$ cat src/rtl/tile_map_renderer_if.sv
// Tile write port between game logic (master) and tile_map_renderer (slave).
interface tile_map_renderer_if;
  logic       wr_valid;
  logic       wr_ready;
  logic [4:0] wr_x;
  logic [3:0] wr_y;
  logic [3:0] wr_tile;
  logic       wr_err;

  modport master (output wr_valid, wr_x, wr_y, wr_tile, input wr_ready, wr_err);
  modport slave  (input wr_valid, wr_x, wr_y, wr_tile, output wr_ready, wr_err);
endinterface

$ cat src/rtl/tile_map_renderer.sv
// 20x15 tile map + 16-entry palette turning the VGA h_cnt/v_cnt stream into 12-bit RGB, 3-cycle latency.
// Optional white tile-border overlay when GRID_OVERLAY_EN is defined.
//
//   state | meaning
//   CLEAR | sweeping FILL_TILE into addresses 0..COLS*ROWS-1, write port stalled
//   IDLE  | map stable, write port open
module tile_map_renderer #(
  parameter logic [3:0] FILL_TILE = 4'd1,
  parameter int         COLS      = 20,
  parameter int         ROWS      = 15
) (
  input  logic                 pclk,
  input  logic                 rst,
  input  logic [9:0]           h_cnt,
  input  logic [9:0]           v_cnt,
  input  logic                 valid,
  input  logic                 hsync_i,
  input  logic                 vsync_i,
  tile_map_renderer_if.slave   wr,
  input  logic                 clr,
  output logic                 busy,
  input  logic                 pal_we,
  input  logic [3:0]           pal_idx,
  input  logic [11:0]          pal_rgb,
  output logic [11:0]          rgb,
  output logic                 hsync_o,
  output logic                 vsync_o
);

  localparam int         CELLS = COLS * ROWS;
  localparam logic [8:0] LAST  = 9'(CELLS - 1);

  typedef enum logic {CLEAR, IDLE} state_t;

  state_t      state;
  logic [8:0]  clr_addr;
  logic [3:0]  tile_ram [CELLS];
  logic [11:0] pal [16];

  logic        wr_acc, wr_in_range;
  logic [8:0]  wr_addr, pix_addr;
  logic        ram_we;
  logic [8:0]  ram_addr;
  logic [3:0]  ram_din;

  logic [8:0]  s1_addr;
  logic        s1_ok, s2_ok;
  logic [1:0]  s1_sync, s2_sync;
  logic [3:0]  s2_tile;
  logic [11:0] px_col;

  assign wr_acc      = wr.wr_valid && wr.wr_ready;
  assign wr_in_range = (wr.wr_x < 5'(COLS)) && (wr.wr_y < 4'(ROWS));

  // Row stride of 20 done as (y<<4)+(y<<2) to keep the adder tiny.
  assign wr_addr  = ({5'd0, wr.wr_y} << 4) + ({5'd0, wr.wr_y} << 2) + {4'd0, wr.wr_x};
  assign pix_addr = ({5'd0, v_cnt[8:5]} << 4) + ({5'd0, v_cnt[8:5]} << 2) + {4'd0, h_cnt[9:5]};

  always_comb begin
    ram_we   = 1'b0;
    ram_addr = wr_addr;
    ram_din  = wr.wr_tile;
    if (!rst) begin
      if (state == CLEAR) begin
        ram_we   = 1'b1;
        ram_addr = clr_addr;
        ram_din  = FILL_TILE;
      end else if (wr_acc && wr_in_range) begin
        ram_we = 1'b1;
      end
    end
  end

  always_ff @(posedge pclk) begin
    if (ram_we) tile_ram[ram_addr] <= ram_din;
  end

  always_ff @(posedge pclk) begin
    if (rst) begin
      state       <= CLEAR;
      clr_addr    <= 9'd0;
      busy        <= 1'b1;
      wr.wr_ready <= 1'b0;
      wr.wr_err   <= 1'b0;
    end else begin
      if (wr_acc && !wr_in_range) wr.wr_err <= 1'b1;
      case (state)
        CLEAR: begin
          if (clr) begin
            clr_addr <= 9'd0;
          end else if (clr_addr == LAST) begin
            state       <= IDLE;
            busy        <= 1'b0;
            wr.wr_ready <= 1'b1;
          end else begin
            clr_addr <= clr_addr + 9'd1;
          end
        end
        IDLE: begin
          // A write accepted alongside clr still lands; the sweep then overwrites it.
          if (clr) begin
            state       <= CLEAR;
            clr_addr    <= 9'd0;
            busy        <= 1'b1;
            wr.wr_ready <= 1'b0;
          end
        end
        default: state <= CLEAR;
      endcase
    end
  end

  always_ff @(posedge pclk) begin
    if (rst) begin
      for (int k = 0; k < 16; k++) pal[k] <= {3{4'(k)}};
    end else if (pal_we) begin
      pal[pal_idx] <= pal_rgb;
    end
  end

`ifdef GRID_OVERLAY_EN
  logic s1_grid, s2_grid;

  always_ff @(posedge pclk) begin
    if (rst) begin
      s1_grid <= 1'b0;
      s2_grid <= 1'b0;
    end else begin
      s1_grid <= (h_cnt[4:0] == 5'd0) || (v_cnt[4:0] == 5'd0);
      s2_grid <= s1_grid;
    end
  end

  assign px_col = s2_grid ? 12'hFFF : pal[s2_tile];
`else
  assign px_col = pal[s2_tile];
`endif

  always_ff @(posedge pclk) begin
    if (rst) begin
      s1_addr <= 9'd0;
      s1_ok   <= 1'b0;
      s1_sync <= 2'b00;
      s2_ok   <= 1'b0;
      s2_tile <= 4'd0;
      s2_sync <= 2'b00;
      rgb     <= 12'h000;
      hsync_o <= 1'b0;
      vsync_o <= 1'b0;
    end else begin
      s1_addr <= pix_addr;
      s1_ok   <= valid && (h_cnt < 10'(COLS * 32)) && (v_cnt < 10'(ROWS * 32));
      s1_sync <= {hsync_i, vsync_i};
      s2_ok   <= s1_ok;
      // Only in-range addresses index the RAM; off-screen pixels are blanked anyway.
      if (s1_ok) s2_tile <= tile_ram[s1_addr];
      s2_sync <= s1_sync;
      rgb     <= s2_ok ? px_col : 12'h000;
      hsync_o <= s2_sync[1];
      vsync_o <= s2_sync[0];
    end
  end

endmodule

$ cat src/flat_wrapper.sv
// flat-port wrapper written by rule: the top's interface ports become plain ports
module tile_map_renderer_flat 
#(
  parameter logic [3:0] FILL_TILE = 4'd1,
  parameter int         COLS      = 20,
  parameter int         ROWS      = 15
)
  (pclk, rst, h_cnt, v_cnt, valid, hsync_i, vsync_i, clr, busy, pal_we, pal_idx, pal_rgb, rgb, hsync_o, vsync_o, wr_wr_valid, wr_wr_x, wr_wr_y, wr_wr_tile, wr_wr_ready, wr_wr_err);
  tile_map_renderer_if wr_i ();
  input  logic pclk;
  input  logic rst;
  input  logic [9:0] h_cnt;
  input  logic [9:0] v_cnt;
  input  logic valid;
  input  logic hsync_i;
  input  logic vsync_i;
  input  logic clr;
  output logic busy;
  input  logic pal_we;
  input  logic [3:0] pal_idx;
  input  logic [11:0] pal_rgb;
  output logic [11:0] rgb;
  output logic hsync_o;
  output logic vsync_o;
  input wire logic [$bits(wr_i.wr_valid)-1:0] wr_wr_valid;
  input wire logic [$bits(wr_i.wr_x)-1:0] wr_wr_x;
  input wire logic [$bits(wr_i.wr_y)-1:0] wr_wr_y;
  input wire logic [$bits(wr_i.wr_tile)-1:0] wr_wr_tile;
  output wire logic [$bits(wr_i.wr_ready)-1:0] wr_wr_ready;
  output wire logic [$bits(wr_i.wr_err)-1:0] wr_wr_err;
  assign wr_i.wr_valid = wr_wr_valid;
  assign wr_i.wr_x = wr_wr_x;
  assign wr_i.wr_y = wr_wr_y;
  assign wr_i.wr_tile = wr_wr_tile;
  assign wr_wr_ready = wr_i.wr_ready;
  assign wr_wr_err = wr_i.wr_err;
  tile_map_renderer #(.FILL_TILE(FILL_TILE), .COLS(COLS), .ROWS(ROWS)) u_core (.pclk(pclk), .rst(rst), .h_cnt(h_cnt), .v_cnt(v_cnt), .valid(valid), .hsync_i(hsync_i), .vsync_i(vsync_i), .wr(wr_i), .clr(clr), .busy(busy), .pal_we(pal_we), .pal_idx(pal_idx), .pal_rgb(pal_rgb), .rgb(rgb), .hsync_o(hsync_o), .vsync_o(vsync_o));
endmodule
$ cat config.mk
export PLATFORM = sky130hd
export DESIGN_NAME = tile_map_renderer_flat
export DESIGN_NICKNAME = d
export VERILOG_FILES = /design/src/rtl/tile_map_renderer_if.sv /design/src/rtl/tile_map_renderer.sv /design/src/flat_wrapper.sv
export SDC_FILE = /design/constraint.sdc
export NUM_CORES = 2
export LEC_CHECK = 0
export CORE_ASPECT_RATIO = 0.75
export CORE_MARGIN = 4
export CORE_UTILIZATION = 60
export DETAILED_ROUTE_END_ITERATION = 8
export MAX_ROUTING_LAYER = met4
export PLACE_DENSITY = 0.74
export SLEW_MARGIN = 20
export SYNTH_ARGS = -nofsm -noshare
export SYNTH_HDL_FRONTEND = slang
export SYNTH_SLANG_ARGS = --single-unit
$ cat constraint.sdc
create_clock -name pclk -period 7.47 [get_ports pclk]
set_clock_uncertainty 0.1 [all_clocks]
set_input_delay 0.747 -clock pclk [delete_from_list [all_inputs] [get_ports pclk]]
set_output_delay 0.747 -clock pclk [all_outputs]
set_load 0.05 [all_outputs]
Word-level counts from Yosys, hierarchy flattened

Memories as Yosys holds them, arrays and structs flattened. A register that Yosys moved wholly into a read port is not among the register bits.
Cells that the tools add are included.
Widths: inputs -> output; s select.

Add/subtract/negate cells: 5
Order comparisons: 4
Equality and inequality tests: 5
Mux-type cells: 33
Bitwise logic cells: 2
Reductions and logical operators: 11

Operator list:

| kind                 | count |
|---|---|
| $mux 9               | 5 |
| $mux 1               | 20 |
| $add 8x6->9          | 2 |
| $add 9x5->9          | 2 |
| $pmux 9 s2           | 1 |
| $mux 12              | 1 |
| $mux 4               | 3 |
| $reduce_or 12->1     | 1 |
| $lt 10x10->1 const B | 1 |
| $lt 10x9->1 const B  | 1 |
| $add 9x1->9 const B  | 1 |
| $eq 9x9->1 const B   | 1 |
| $logic_and 1x1->1    | 6 |
| $ne 2x2->1 const B   | 3 |
| $pmux 1 s2           | 3 |
| $lt 5x5->1 const B   | 1 |
| $lt 4x4->1 const B   | 1 |
| $ne 3x3->1 const B   | 1 |
| $reduce_and 3->1     | 1 |
| $not 1->1            | 2 |
| $reduce_and 2->1     | 1 |
| $reduce_or 2->1      | 1 |
| $logic_not 1->1      | 1 |

Bits in registers: 30
Bits in writable memories: 1,392
Input bits: 57
Output and inout bits: 17
Logic and storage cells: 74
Memories kept: 2

Memory list:

| name            | depth | bits a word | rd ports | clocked after Yosys merged registers in | write ports | RTL line                | RTL |
|---|---|---|---|---|---|---|---|
| u_core.tile_ram | 300   | 4           | 1        | 1                                       | 1           | tile_map_renderer.sv:37 | `logic [3:0] tile_ram [CELLS];` |
| u_core.pal      | 16    | 12          | 1        | 1                                       | 16          | tile_map_renderer.sv:38 | `logic [11:0] pal [16];` |

Longest topological paths before layout

Depth after elaboration: 8
Gate-level depth with buffers: 13
Depth with buffers taken out: 10

Worst setup path after synthesis

Ideal clock, no wire load.

Path kind: input-to-reg
Start point: in rst
End point: mem u_core.tile_ram[0][0], data pin
Library setup time: 1.025 ns
Arrival time: 5.153 ns
Slack: 1.192 ns
Cell stages on the path: 4
Buffers on the path: 2
Cells stage by stage: or2_2 -> buf_2 -> clkbuf_1 -> nand2b_1

Word-level cells in the longest chain between the ends: 1

Ends and longest elaborated chain:

| item                  | RTL line                | RTL |
|---|---|---|
| start: declaration    | flat_wrapper.sv:11      | `input logic rst;` |
| $mux 4                | tile_map_renderer.sv:63 | `if (!rst) begin` |
| via u_core.ram_din[0] | tile_map_renderer.sv:44 | `logic [3:0] ram_din;` |
| end: declaration      | tile_map_renderer.sv:37 |  |

The timed path passes the listed nets, and every way through them passes these cells.

Worst setup path in the final report

Start point: in wr_wr_y[2]
End point: mem u_core.tile_ram[195][0], enable pin

Word-level cells in the longest chain between the ends: 8
Elaborated cells on any way between the ends: 12

Ends and longest elaborated chain:

| item                                                | RTL line           | RTL |
|---|---|---|
| start: declaration                                  | flat_wrapper.sv:27 | `input wire logic [$bits(wr_i.wr_y)-1:0] wr_wr_y;` |
| branches (longest 8 deep; another with $add 8x6->9) | n/a                |  |

Parallel ways; which one is timed is not known.

==> key figures <==
Final layout
  – Final nets: 3274
  – Fillers: 6021
  – Post-route cell area: 0.0645 mm²
  – Layout cells sized above 1: 19.1%
  – Area Growth Syn to Fin: 10.9%
  – End-of-flow core utilization: ~67%
  – Non-Filler Instances: 4611

Timing
  – Setup-failing EPs final: 0
  – Slew Limit Fails: 0
  – Final Critical Period: approximately 5000 ps
  – Fmax: 201 MHz
  – Fin Setup TNS: 0 ps
  – Crit share post-route: 66.7%
  – Unrepaired setup endpoints after global routing: false
  – Worst-Margin Slew: 1130 ps
  – Final Hold Vio Count: 0
  – Slew headroom: a little under a quarter

Synthesis
  – Syn Nets: 3221
  – Flops & latches, synth: 1438
  – Main synth FF type: edfxtp_1
  – Async SR Flop Fraction: 0%
  – Ys Warns: 0
  – Sequential share of the synthesized area: 73.4%
  – Post-Syn Area: 0.0582 mm²
  – Number of flops mapped to enable cells by yosys: 1392
  – Syn_area_per_cell: 18.5 µm²
  – Synth unique cells: 66
  – Synth Instances: 3145

Drt
  – DRT Pass-1 Iters: 7
  – WL/cell: around 30 µm
  – DR vias: approximately 31000
  – Initial drt markers: 4155
  – DRC Markers: 0
  – Vias per inst: 6.68
  – Total Wirelength: 138000 µm
  – Routed Antenna Nets: 0

Clock tree
  – Maximum buffer depth of the clock tree: 3
  – Clock Sinks: 1438
  – Num CTS Buffers: 134
  – Clock-pin slew on the worst setup and hold paths: around 60 ps
  – Worst-skew pair later-pin latency: 760 ps
  – Post-CTS Hold Fix Bufs: 0
  – Root Buffer: clkbuf_16
  – Setup bufs post-CTS: 0
  – Post_cts resized: 0
  – CTS tree: yes
  – # H-tree levels: 4

Place
  – PortBufs: between 60 and 70
  – Placed insts: about 4400
  – Cell Area, Placed: ~0.06 mm²
  – Post-DP HPWL: 80400 µm
  – Gpl congestion: 0.898

Worst setup path
  – Crit path launch type: input port
  – Worst Path Required: 7770 ps
  – CP Capture Type: register
  – Worst Path Arrival: 5290 ps
  – Crit-path cells: clkdlybuf4s50_1 -> fa_1 -> fa_1 -> a21o_1 -> a21oi_1 -> xor2_1 -> o21ai_0 -> nor3b_1 -> nand2_1 -> nor2_1
  – Critical path class: in -> reg
  – Most used cell, CP: fa_1
  – Slowest cell on crit path: nor3b_1
  – CP delay by family, top: simple AND/OR/NAND/NOR gates
  – CP Max Fanout: 16
  – Largest stage delay on the critical path: approximately 900 ps
  – WP buf/inv: 1

Power
  – Overall Power: 17.0 mW
  – Maximum VDD drop: 0.245 mV
  – PwrDens: 264 mW/mm²
  – Leakage Power: 19.9 nW

Die
  – Initial Utilization: 60.8%
  – Area of the core: between 0.09 and 0.1 mm²
  – Num rows: 98
  – Die H: approximately 280 µm
  – Die Wd: about 370 µm
  – I/O pin count: 74
  – Die Area: approximately 0.1 mm²

GRT
  – Vias in the first global route: roughly 31000
  – Largest net degree at the start of global routing: 253
  – GRT Overall Usage: between 20% and 30%
  – Global route overflow: 0
  – Global-route wire length before repair: 206000 µm
  – Initial antenna violation count: 3

Job
  – Max Cap Viol: 0

Hold path
  – Hold/Removal Path Class: reg -> reg

Run status
  – Status: finished, final reports clean
==> power breakdown <==
part,total [mW],switching [mW],leakage [nW],internal [mW]
combinational,1.13,0.735,4.56,0.394
sequential,8.97,0.0494,13.2,8.92
clock,6.92,2.94,2.16,3.98
==> final timing paths <==
check        cells past startpoint                    startpoint                                 to  slack (ps)
min reg2reg                      1  u_core.s1_sync[1]$_SDFF_PP0_       u_core.s2_sync[1]$_SDFF_PP0_         340
min                              1  u_core.s1_sync[1]$_SDFF_PP0_       u_core.s2_sync[1]$_SDFF_PP0_         340
max                             10                    wr_wr_y[2]  u_core.tile_ram[195][0]$_DFFE_PP_        2490
max reg2reg                      8  u_core.s1_addr[3]$_SDFF_PP0_     u_core.s2_tile[2]$_SDFFE_PP0P_        3250
==> through the flow <==
stage / hold WS [ps] / setup WS, ps
after floorplan: 314 / 1190
after global placement: 316 / 1960
after detailed placement: 334 / 1870
after CTS: 350 / 2660
after global routing: 357 / 2310
final: 342 / 2490
==> registers in the layout, summed over array words and instances (netlist names), 2 cells and up <==
signal	flops
u_core.s2_sync	2
u_core.pal	192
u_core.clr_addr	9
u_core.s1_sync	2
u_core.s1_addr	9
u_core.s2_tile	4
u_core.rgb	12
u_core.tile_ram	1200
==> cell families (layout without fill, tap and decap cells) <==
logic type                 count (synthesis)  count (layout)  share of synthesized area, %
adders and majority gates                 19              19                         0.460
muxes                                    455             455                          15.0
buffers and inverters                    208             372                          1.81
AOI/OAI and AO/OA                        210             210                          2.43
and+or+nand+nor                          803             803                          6.73
xor gates and xnor gates                  12              12                         0.181
other                                      0               2                             0
DFF                                     1438            1438                          73.4
==> final cells by class <==
| class | count | area, µm² | area share [%] |
|---|---|---|---|
| Sequential cell | 1438 | 42700 | 66.2 |
| Inverter | 5 | 18.8 | 0.0291 |
| Tap cell | 1300 | 1630 | 2.52 |
| Multi-Input combinational cell | 1499 | 14500 | 22.5 |
| Antenna cell | 2 | 5.00 | 0.00775 |
| Clock inverter | 81 | 831 | 1.29 |
| Clock buffer | 166 | 3620 | 5.61 |
| Timing Repair Buffer | 120 | 1210 | 1.88 |
==> Yosys cell counts (3+ instances only) <==
master	count	share of area (%)
a31oi_1	8	0.086
mux2_2	4	0.077
nand3b_1	12	0.15
a22o_1	5	0.075
a22oi_1	17	0.22
or3_1	93	1.0
a32oi_1	5	0.075
o21ai_0	39	0.34
nand4_1	10	0.11
clkbuf_1	124	0.80
nand2b_1	22	0.24
buf_2	33	0.28
buf_1	10	0.064
a41o_1	3	0.052
nor3b_1	7	0.090
and2_1	104	1.1
mux4_2	334	13
nor4_1	5	0.054
buf_8	4	0.10
o22ai_1	38	0.41
nand4b_1	3	0.045
nor2_1	356	2.3
buf_6	15	0.29
nor3_1	16	0.14
ha_1	15	0.32
xor2_1	8	0.12
mux2i_1	117	2.0
o21bai_1	3	0.039
o31ai_1	4	0.052
nand3_1	24	0.21
a21o_1	6	0.077
buf_4	16	0.21
nor2b_1	31	0.33
fa_1	4	0.14
nand2_1	91	0.59
xnor2_1	4	0.060
a221oi_1	5	0.075
a21oi_1	30	0.26
edfxtp_1	1392	72
or2_2	18	0.19
o221ai_1	21	0.32
dfxtp_1	46	1.6
inv_1	3	0.019
a211oi_1	12	0.15
==> routing by layer <==
metal | track usage (%) | wire length (µm)
met5 | - | 0
met4 | 8.63 | 4030
met3 | 7.76 | 16900
met2 | 39.9 | 63000
met1 | 40.7 | 53800
==> worst reg2reg max path: stages (launching register included) <==
cell     delay [ps]
dfxtp_4         710
buf_4           680
mux4_2          410
mux2i_1         350
nor2_1          100
nor4_1          790
nor4_1          240
nor4b_2         580
nor3_1          110
==> cells in the final DEF (no fill, tap or decap), types with 23 or more instances in the layout <==
cell	synthesis	layout
o21ai_0	39	38
mux2i_1	117	117
clkbuf_16	0	139
clkbuf_1	124	23
clkdlybuf4s50_1	0	62
nand3_1	24	24
dfxtp_1	46	39
edfxtp_1	1392	1392
o22ai_1	38	38
or3_1	93	93
nor2_1	356	355
nor2b_1	31	30
mux4_2	334	334
a21oi_1	30	30
nand2_1	91	87
clkinv_1	1	31
and2_1	104	101
buf_4	16	46
Note: power is estimated with default switching activity, not from simulation.
